===== config.mk =====
export PLATFORM = sky130hd
export DESIGN_NAME = local_history_table
export DESIGN_NICKNAME = d
export VERILOG_FILES = /design/src/rtl/bp_pkg.sv /design/src/rtl/local_history_table.sv
export SDC_FILE = /design/constraint.sdc
export NUM_CORES = 1
export LEC_CHECK = 0
export ABC_CLOCK_PERIOD_IN_PS = 800
export CAP_MARGIN = 20
export CORE_AREA = 2 2 39 41
export CTS_CLUSTER_DIAMETER = 60
export DETAILED_ROUTE_END_ITERATION = 16
export DIE_AREA = 0 0 41 43
export DONT_BUFFER_PORTS = 1
export SYNTH_ARGS = -nofsm -noshare
export SYNTH_HDL_FRONTEND = slang
export SYNTH_SLANG_ARGS = --single-unit
export TNS_END_PERCENT = 30

===== constraint.sdc =====
create_clock -name clock -period 0.8 [get_ports clock]
set_input_delay 0.12 -clock clock [delete_from_list [all_inputs] [get_ports clock]]
set_output_delay 0.12 -clock clock [all_outputs]
set_load 0.05 [all_outputs]

===== src/rtl/bp_pkg.sv =====
// Shared branch-predictor definitions: local history width and its vector type,
// used by the local history table, the local prediction table and the chooser.
package bp_pkg;

    localparam int LHT_HIST_W = 10;

    typedef logic [LHT_HIST_W-1:0] lhist_t;

endpackage : bp_pkg


===== src/rtl/local_history_table.sv =====
// Single-branch local history shift register for a tournament predictor.
// Newest resolved outcome lands in bit 0; the oldest bit falls off the MSB.
module local_history_table
    import bp_pkg::*;
#(
    parameter int HIST_W = LHT_HIST_W
) (
    input  logic              clock,
    input  logic              reset,
    input  logic              BranchTaken,
    output logic [HIST_W-1:0] LHresult
);

    logic [HIST_W-1:0] hist_q;
    logic [HIST_W-1:0] hist_d;

    always_comb begin
        hist_d = {hist_q[HIST_W-2:0], BranchTaken};
    end

    // Reset wins over the shift, so an unknown BranchTaken during reset never reaches hist_q.
    always_ff @(posedge clock or negedge reset) begin
        if (!reset) begin
            hist_q <= '0;
        end else begin
            hist_q <= hist_d;
        end
    end

    assign LHresult = hist_q;

    a_reset_clears : assert property (
        @(posedge clock) !reset |-> (hist_q == '0)
    ) else $error("local_history_table: history not cleared while reset is low");

    // Two consecutive edges out of reset: this edge's value is last edge's shift.
    a_shift : assert property (
        @(posedge clock) disable iff (!reset)
        $past(reset) |-> (hist_q == {$past(hist_q[HIST_W-2:0]), $past(BranchTaken)})
    ) else $error("local_history_table: history did not shift correctly");

    a_no_x : assert property (
        @(posedge clock) disable iff (!reset)
        !$isunknown($past(BranchTaken)) |-> !$isunknown(hist_q)
    ) else $error("local_history_table: unknown bits in history");

endmodule : local_history_table


### Yosys cells after proc, flatten, opt, wreduce, memory -nomap -nowiden

Cells that the tools add are included.

* register bits after elaboration: 10
* bits of input ports: 3

### Logic depth before layout (Yosys ltp)

Gate-level depths: netlist of run 1.

* depth in word-level cells: 0
* gate-level depth with buffers: 0
* depth with buffers taken out: 0

### Worst setup path before layout of run 1

OpenSTA, ideal clock, no wires.

* kind: flip-flop to flip-flop
* start point: register hist_q[0] (netlist: LHresult[0])
* end point: register hist_q[1] (netlist: LHresult[1])
* setup time: 0.162 ns
* arrival time: 0.598 ns
* data required time: 0.638 ns
* setup slack: 0.040 ns
* stages on the path, launching flop included: 1
* path buffers: 0
* cell sequence: dfrtp_1

RTL lines
* from (decl): RTL line local_history_table.sv:14 `logic [HIST_W-1:0] hist_q;`
* from (signal assigned): RTL line local_history_table.sv:26 `hist_q <= hist_d;`

No word-level cell between the ends.

### Final worst setup path of run 1

* start point: register hist_q[5] (netlist: LHresult[5])
* end point: output LHresult[5]

RTL lines
* to (decl): RTL line local_history_table.sv:11 `output logic [HIST_W-1:0] LHresult`

No word-level cell between the ends.

==> results.json, run 1 <==
{
  "outcome": "complete, but fails checks",
  "violations": "negative setup slack",
  "final_cell_area_um2": 542,
  "drcViolationCount": 0,
  "reg2reg_from": "LHresult[5]",
  "min-delay-path-class": "in -> async",
  "grtUsageTotal_pct": 7.61,
  "leakage_nw": 0.249,
  "hold_violations": 0,
  "tightestPinTransition_ns": 0.450,
  "coreArea_mm2": 0.00138,
  "avgSynthCellArea_um2": 25.0,
  "start_util_pct": 18.1,
  "grt_antenna_before_repair": 0,
  "fin_crit_sh_pct": 121,
  "syn2layout_area_growth_pct": 117,
  "yosysWarnings": 0,
  "cts.sinks": 10,
  "syn-cell-area_um2": 250,
  "rsz0062_at_grt": "yes",
  "synth_seq_area_share_pct": 100,
  "layout_min_cycle_time_ns": 0.965,
  "setup_violations": 10,
  "crit_path_top_delay_cell": "dfrtp_1",
  "syn_inst": 10,
  "wirelength_um": 501,
  "crit_chain": "buf_12",
  "post_drt_wl_per_cell_um": 11.4,
  "cts_buffer_depth": 2,
  "maxCapViolations": 0,
  "fin_skew_ns": 0.00102,
  "dieArea_mm2": 0.00176,
  "antenna_left": 0,
  "cellPowerDensity_mw_per_mm2": 2260,
  "setup_ws_ns": -0.165,
  "reg2reg_depth": 1,
  "cp_num_buf_inv": 1,
  "multiInputGateArea_um2": 0,
  "ys_seq_elements": 10,
  "drt-initial-drc-count": 2,
  "crit_path_end_kind": "primary output",
  "drv_slew": 0,
  "port_buffers": 0,
  "path_max_fanout": 2,
  "worstSetupPathType": "reg -> out",
  "cts-root-buf": "clkbuf_4",
  "max-vdd-ir-drop_mv": 1.42,
  "largest_reg_flops": 10,
  "synth.distinct_cells": 1,
  "place.gp.congestion": 0.534,
  "multi_input_gates": 0,
  "grt_overflow": 0,
  "arrival_ns": 0.85,
  "slew_headroom_pct": 69.9,
  "clkTransAtPathRegs_ns": 0.06,
  "die_h_um": 43,
  "syn-num-nets": 13,
  "whs_ns": 0.241,
  "grt_pass1_wl_um": 779,
  "routed_via_density": 3.66,
  "final_nets": 32,
  "cts_max_level": 1,
  "placed_cell_area_um2": 470,
  "r2r_end": "LHresult[6]",
  "io-pin-count": 13,
  "drive_gt1_share_pct": 57.1,
  "fp.dieW_um": 41,
  "cts_buffers": 3,
  "vias": 161,
  "fp-row-count": 14,
  "clkLatencyLatePin_ns": 0.26,
  "layout_common_cells": "dfrtp_1, buf_12, clkbuf_4, dlygate4sd3_1, buf_4",
  "grt_max_degree": 11,
  "fmax_ghz": 1.04,
  "cp-start-kind": "flip-flop",
  "required_ns": 0.68,
  "cp_slowest_stage_delay_ns": 0.42,
  "diodes": 0,
  "grt_pass1_vias": 187,
  "cts_tree": "yes",
  "first_pass_iters": 2,
  "r2r_setup_slack_ns": 0.13,
  "crit_family": "flip-flops"
}
worst max path at each step:
stage                      from     endpoint  slack, ns  cells past startpoint
finish              LHresult[5]  LHresult[5]      -0.17                      1
global route        LHresult[5]  LHresult[5]      -0.21                      1
CTS                 LHresult[7]  LHresult[7]      -0.17                      1
detailed placement  LHresult[5]  LHresult[5]       0.12                      1
global placement    LHresult[6]  LHresult[6]       0.13                      1
floorplan           LHresult[0]  LHresult[1]       0.04                      0
layout make-up:
class                 instances  area [µm²]
fill                        126         842
tap                          16        20.0
clock buffer                  4        36.3
timing repair buffer         14         235
sequential                   10         250
kinds of logic after synthesis:
logic type | after synthesis | share of synthesized area (%)
flops | 10 | 100
power breakdown:
part           internal, W  total (W)  switching [W]
registers         0.000532   0.000559      0.0000275
clock network     0.000276   0.000438       0.000162
logic             0.000110   0.000226       0.000116
total             0.000917    0.00122       0.000306
through the flow:
step	TNS, ns	cells	util (%)	power, W	worst slack (ns)
6_report	-1.47	44	39.2	0.00122	-0.165
5_1_grt	-1.88	44	39.2	0.00129	-0.209
4_1_cts	-1.61	44	39.2	0.00124	-0.173
3_5_place_dp	0	36	34.0	0.000772	0.116
3_3_place_gp	0	36	34.0	0.000770	0.135
2_1_floorplan	0	10	-	0.000645	0.0405
Yosys cell counts:
| cell type | n | area share (%) |
|---|---|---|
| dfrtp_1 | 10 | 100 |
what timing repair did:
| action | 4_1_cts | 5_1_grt |
|---|---|---|
| hold endpoints to repair | 11 | 0 |
| endpoints found under the setup margin | 10 | 10 |
| hold buffers | 2 | 0 |
| pin swaps | 0 | 0 |
| gates resized for setup | 0 | 0 |
| setup buffers | 2 | 0 |
routing by layer:
metal  track usage (%)  wire length (µm)
met5                 0                 0
met1              5.00               162
met2              11.9               259
met4              2.00                 0
met3              9.95                79
Note: power is estimated with default switching activity, not from simulation.
==> run 2, diff against run 1 <==
--- a/config.mk
+++ b/config.mk
@@ -5,7 +5,7 @@
 export SDC_FILE = /design/constraint.sdc
 export NUM_CORES = 1
 export LEC_CHECK = 0
-export ABC_CLOCK_PERIOD_IN_PS = 800
+export ABC_CLOCK_PERIOD_IN_PS = 1120
 export CAP_MARGIN = 20
 export CORE_AREA = 2 2 39 41
 export CTS_CLUSTER_DIAMETER = 60
==> constraint.sdc (replaced) <==
create_clock -name clock -period 1.12 [get_ports clock]
set_input_delay 0.168 -clock clock [delete_from_list [all_inputs] [get_ports clock]]
set_output_delay 0.168 -clock clock [all_outputs]
set_load 0.05 [all_outputs]
==> run 2 against run 1 <==
Net effect:
- the flow now finishes without violations
- via count down 29%
- sequential share of layout area up 29 points
- worst hold slack improved by 0.044 ns
- first-iteration DRC count decreased by 100%
- non-clock buffer count shrank 11
- highest routed layer is now met4
- power decreased by 37%
- register-to-register slack better by 0.19 ns
- sequential cell count is the same
- utilization fell by 15 points
- critical path depth is 1 lower
- largest cell class unchanged
- global-route usage fell by 2.0 points
- setup slack improved by 0.22 ns
==> results.json, run 2 (synthesis gave the netlist of run 1 again) <==
{
  "outcome": "finished clean",
  "critPathLaunch": "LHresult[8]",
  "final_nets": 21,
  "tns_ns": 0,
  "grt_antenna_before_repair": 0,
  "grt_max_degree": 11,
  "dieArea_mm2": 0.00176,
  "cts_buffer_depth": 2,
  "grt_overflow": 0,
  "drv_slew": 0,
  "worstSetupPathType": "reg -> out",
  "cts_setup_buffers": 0,
  "grt_pass1_vias": 142,
  "required_ns": 0.95,
  "fp.dieW_um": 41,
  "cts_buffers": 3,
  "final_common_cell": "dfrtp_1",
  "port_buffers": 0,
  "reg2reg_from": "LHresult[8]",
  "die_h_um": 43,
  "crit_path_end_kind": "primary output",
  "drt-initial-drc-count": 0,
  "path_max_fanout": 2,
  "grtUsageTotal_pct": 5.66,
  "first_pass_iters": 1,
  "min-delay-path-class": "in -> async",
  "fmax_ghz": 0.943,
  "largest_reg_flops": 10,
  "multiInputGateArea_um2": 0,
  "cp-start-kind": "flip-flop",
  "drcViolationCount": 0,
  "fin_skew_ns": 0.00107,
  "syn2layout_area_growth_pct": 33.5,
  "multi_input_gates": 0,
  "fp-row-count": 14,
  "grt_pass1_wl_um": 579,
  "vias": 115,
  "cts_tree": "yes",
  "arrival_ns": 0.89,
  "coreArea_mm2": 0.00138,
  "drive_gt1_share_pct": 29.4,
  "dp.cells": 27,
  "fin_crit_sh_pct": 94.7,
  "io-pin-count": 13,
  "slew_headroom_pct": 67.9,
  "max-vdd-ir-drop_mv": 0.681,
  "layout_min_cycle_time_ns": 1.06,
  "diodes": 0,
  "clkLatencyLatePin_ns": 0.25,
  "place.gp.congestion": 0.513,
  "wirelength_um": 380,
  "rsz0062_at_grt": "no",
  "clkTransAtPathRegs_ns": 0.06,
  "start_util_pct": 18.1,
  "routed_via_density": 3.48,
  "hold_violations": 0,
  "leakage_nw": 0.151,
  "cts.sinks": 10,
  "antenna_left": 0,
  "post_drt_wl_per_cell_um": 11.5,
  "layout_common_cells": "dfrtp_1, clkbuf_4, dlygate4sd3_1, clkbuf_8, buf_4",
  "setup_violations": 0,
  "layout.cells.non_filler": 33,
  "tightestPinTransition_ns": 0.481,
  "cts_max_level": 1,
  "cellPowerDensity_mw_per_mm2": 2320,
  "maxCapViolations": 0,
  "cts-root-buf": "clkbuf_4"
}
## run 2: cell type report
class	count	area (µm²)
repair buffers	3	27.5
flip-flops and latches	10	250
fillers	136	1050
clock buffers	4	36.3
well taps	16	20.0
## run 2: where the power goes
| group | leakage, nW | switching (W) | total [W] | internal [W] |
|---|---|---|---|---|
| logic | 0.0132 | 0.0000145 | 0.0000216 | 0.00000704 |
| clock network | 0.0210 | 0.000106 | 0.000303 | 0.000196 |
| registers | 0.117 | 0.0000712 | 0.000450 | 0.000379 |
| total | 0.151 | 0.000192 | 0.000774 | 0.000582 |
## run 2: worst paths after layout
path,to,cells after the start,slack (ns)
min,LHresult[7],1,0.29
max in group asynchronous,LHresult[0],1,0.54
max reg2reg,LHresult[9],0,0.32
min in group clock,LHresult[0],1,0.47
max,LHresult[8],0,0.06
min reg2reg,LHresult[3],1,0.58
## run 2: timing repair
action / CTS / global route
hold buffers: 2 / 0
gates resized for setup: 0 / 0
endpoints found under the hold margin: 11 / 0
## run 2: metrics by stage
stage               worst slack, ns  cell area (µm²)  total power, W  hold slack [ns]  util, %
finish                       0.0592              334        0.000774            0.285     24.1
global route                 0.0107              334        0.000821            0.302     24.1
CTS                          0.0407              334        0.000790            0.292     24.1
detailed placement            0.324              278        0.000468           -0.127     20.1
global placement              0.336              278        0.000467           -0.127     20.1
floorplan                     0.354              250        0.000461           -0.128        -
## run 2: per-layer routing
| metal | track usage (%) | up-vias | part of all wire, % | routed length [µm] |
|---|---|---|---|---|
| li1 | - | 45 | - | - |
| met5 | 0 | - | 0 | 0 |
| met4 | 2.00 | 0 | 1.6 | 6 |
| met3 | 8.90 | 2 | 18 | 68 |
| met2 | 8.44 | 12 | 48 | 184 |
| met1 | 2.96 | 56 | 32 | 121 |
==> run 3, diff against run 2 <==
--- a/config.mk
+++ b/config.mk
@@ -7,11 +7,14 @@
 export LEC_CHECK = 0
 export ABC_CLOCK_PERIOD_IN_PS = 1120
 export CAP_MARGIN = 20
+export CELL_PAD_IN_SITES_DETAIL_PLACEMENT = 2
+export CELL_PAD_IN_SITES_GLOBAL_PLACEMENT = 2
 export CORE_AREA = 2 2 39 41
 export CTS_CLUSTER_DIAMETER = 60
 export DETAILED_ROUTE_END_ITERATION = 16
 export DIE_AREA = 0 0 41 43
 export DONT_BUFFER_PORTS = 1
+export PLACE_DENSITY_LB_ADDON = 0.1
 export SYNTH_ARGS = -nofsm -noshare
 export SYNTH_HDL_FRONTEND = slang
 export SYNTH_SLANG_ARGS = --single-unit
==> run 3 against run 2 <==
Net effect:
- setup slack worse by 0.0086 ns
- sequential share of layout area is 4.7 points lower
- non-clock buffer count is 3 higher
- sequential power is 4.4% lower
- register-to-register slack hardly changed
- power is 2.2% higher
- global-route usage is 1.8 points higher
- final cell count is 9.1% higher
- critical endpoint is now LHresult[2]
- largest cell class unchanged
- largest power group unchanged
- highest routed layer unchanged
==> results.json, run 3 (synthesis gave the netlist of run 1 again) <==
{
  "grt_pass1_vias": 146,
  "fmax_ghz": 0.935,
  "cts_tree": "yes",
  "coreArea_mm2": 0.00138,
  "clockPowerShare_pct": 39.0,
  "slew_headroom_pct": 67.5,
  "switching_share_pct": 25.4,
  "crit_path_end_kind": "primary output",
  "fp-row-count": 14,
  "final_common_cell": "dfrtp_1",
  "fin_crit_sh_pct": 95.5,
  "required_ns": 0.95,
  "grtUsageTotal_pct": 7.45,
  "drcViolationCount": 0,
  "diodes": 0,
  "outcome": "finished clean",
  "reg2reg_depth": 0,
  "multi_input_gates": 0,
  "syn2layout_area_growth_pct": 42.5,
  "clkTransAtPathRegs_ns": 0.06,
  "cp.depth": 0,
  "path_max_fanout": 2,
  "cts-root-buf": "clkbuf_4",
  "drt-initial-drc-count": 0,
  "combPwrFrac_pct": 6.7,
  "tightestPinTransition_ns": 0.487,
  "antenna_left": 0,
  "layout.cells.non_filler": 36,
  "hold_violations": 0,
  "cts-resized-gates": 0,
  "rsz0062_at_grt": "no",
  "largest_reg_flops": 10,
  "routed_via_density": 3.61,
  "final_nets": 24,
  "vias": 130,
  "cts.sinks": 10,
  "power_switching_w": 0.000201,
  "worstSetupPathType": "reg -> out",
  "cellPowerDensity_mw_per_mm2": 2220,
  "whs_ns": 0.280,
  "fin_skew_ns": 0.000270,
  "clkLatencyLatePin_ns": 0.25,
  "layout_min_cycle_time_ns": 1.07,
  "cts_max_level": 1,
  "grt_overflow": 0,
  "fp.dieW_um": 41,
  "drive_gt1_share_pct": 40.0,
  "wirelength_um": 536,
  "tns_ns": 0,
  "cts_buffer_depth": 2,
  "cp-start-kind": "flip-flop",
  "dp.cells": 30,
  "maxCapViolations": 0,
  "seq_power_share_pct": 54.3,
  "port_buffers": 0,
  "multiInputGateArea_um2": 0,
  "max-vdd-ir-drop_mv": 0.472,
  "min-delay-path-class": "in -> async",
  "p_int_w": 0.000590,
  "fillers": 145,
  "grt_pass1_wl_um": 752,
  "dieArea_mm2": 0.00176,
  "arrival_ns": 0.90,
  "leakage_nw": 0.165,
  "io-pin-count": 13,
  "die_h_um": 43,
  "cts_buffers": 3,
  "start_util_pct": 18.1,
  "post_drt_wl_per_cell_um": 14.9,
  "grt_max_degree": 11,
  "grt_antenna_before_repair": 0,
  "drv_slew": 0,
  "place.gp.congestion": 0.625,
  "setup_violations": 0,
  "first_pass_iters": 1,
  "layout_common_cells": "dfrtp_1, buf_4, clkbuf_4, dlygate4sd3_1, clkbuf_8"
}
## run 3: layout make-up
type | count | area [µm²] | area share (%)
clock buffers | 4 | 36.3 | 10.2
repair buffers | 6 | 50.0 | 14.0
flip-flops and latches | 10 | 250 | 70.2
well taps | 16 | 20.0 | 5.61
## run 3: worst paths after layout
path,slack (ns),to,startpoint
hold / removal,0.28,LHresult[8],reset
setup reg to reg,0.31,LHresult[3],LHresult[2]
hold reg to reg,0.58,LHresult[7],LHresult[6]
setup / recovery,0.05,LHresult[2],LHresult[2]
max in group asynchronous,0.55,LHresult[2],reset
min in group clock,0.46,LHresult[0],BranchTaken
## run 3: per-stage QoR
stage / power [W] / instance area, µm² / worst slack (ns) / utilization, %
2_1_floorplan: 0.000461 / 250 / 0.354 / -
3_3_place_gp: 0.000477 / 300 / 0.330 / 21.7
3_5_place_dp: 0.000480 / 300 / 0.315 / 21.7
4_1_cts: 0.000810 / 357 / 0.0288 / 25.8
5_1_grt: 0.000833 / 357 / 0.00422 / 25.8
6_report: 0.000791 / 357 / 0.0506 / 25.8
## run 3: per-layer routing
metal  up-vias  GRT usage (%)  wire length [µm]
li1         50              -                 -
met1        62           5.42               141
met2        16           9.38               227
met3         2           7.85               159
met4         0           8.00                 8
met5         -              0                 0
## run 3: repair_timing
action / in CTS / in global routing
setup buffers: 0 / 0
hold endpoints to repair: 11 / 0
hold buffers: 2 / 0
endpoints found under the setup margin: 0 / 0
## run 3: power by group through the flow
stage | Combinational (W) | Sequential (W) | Clock [W]
after floorplan | 0 | 0.000461 | 0
after global placement | 0.0000417 | 0.000436 | 0
after detailed placement | 0.0000425 | 0.000438 | 0
after CTS | 0.0000542 | 0.000430 | 0.000325
after global routing | 0.0000563 | 0.000432 | 0.000345
final | 0.0000531 | 0.000430 | 0.000308
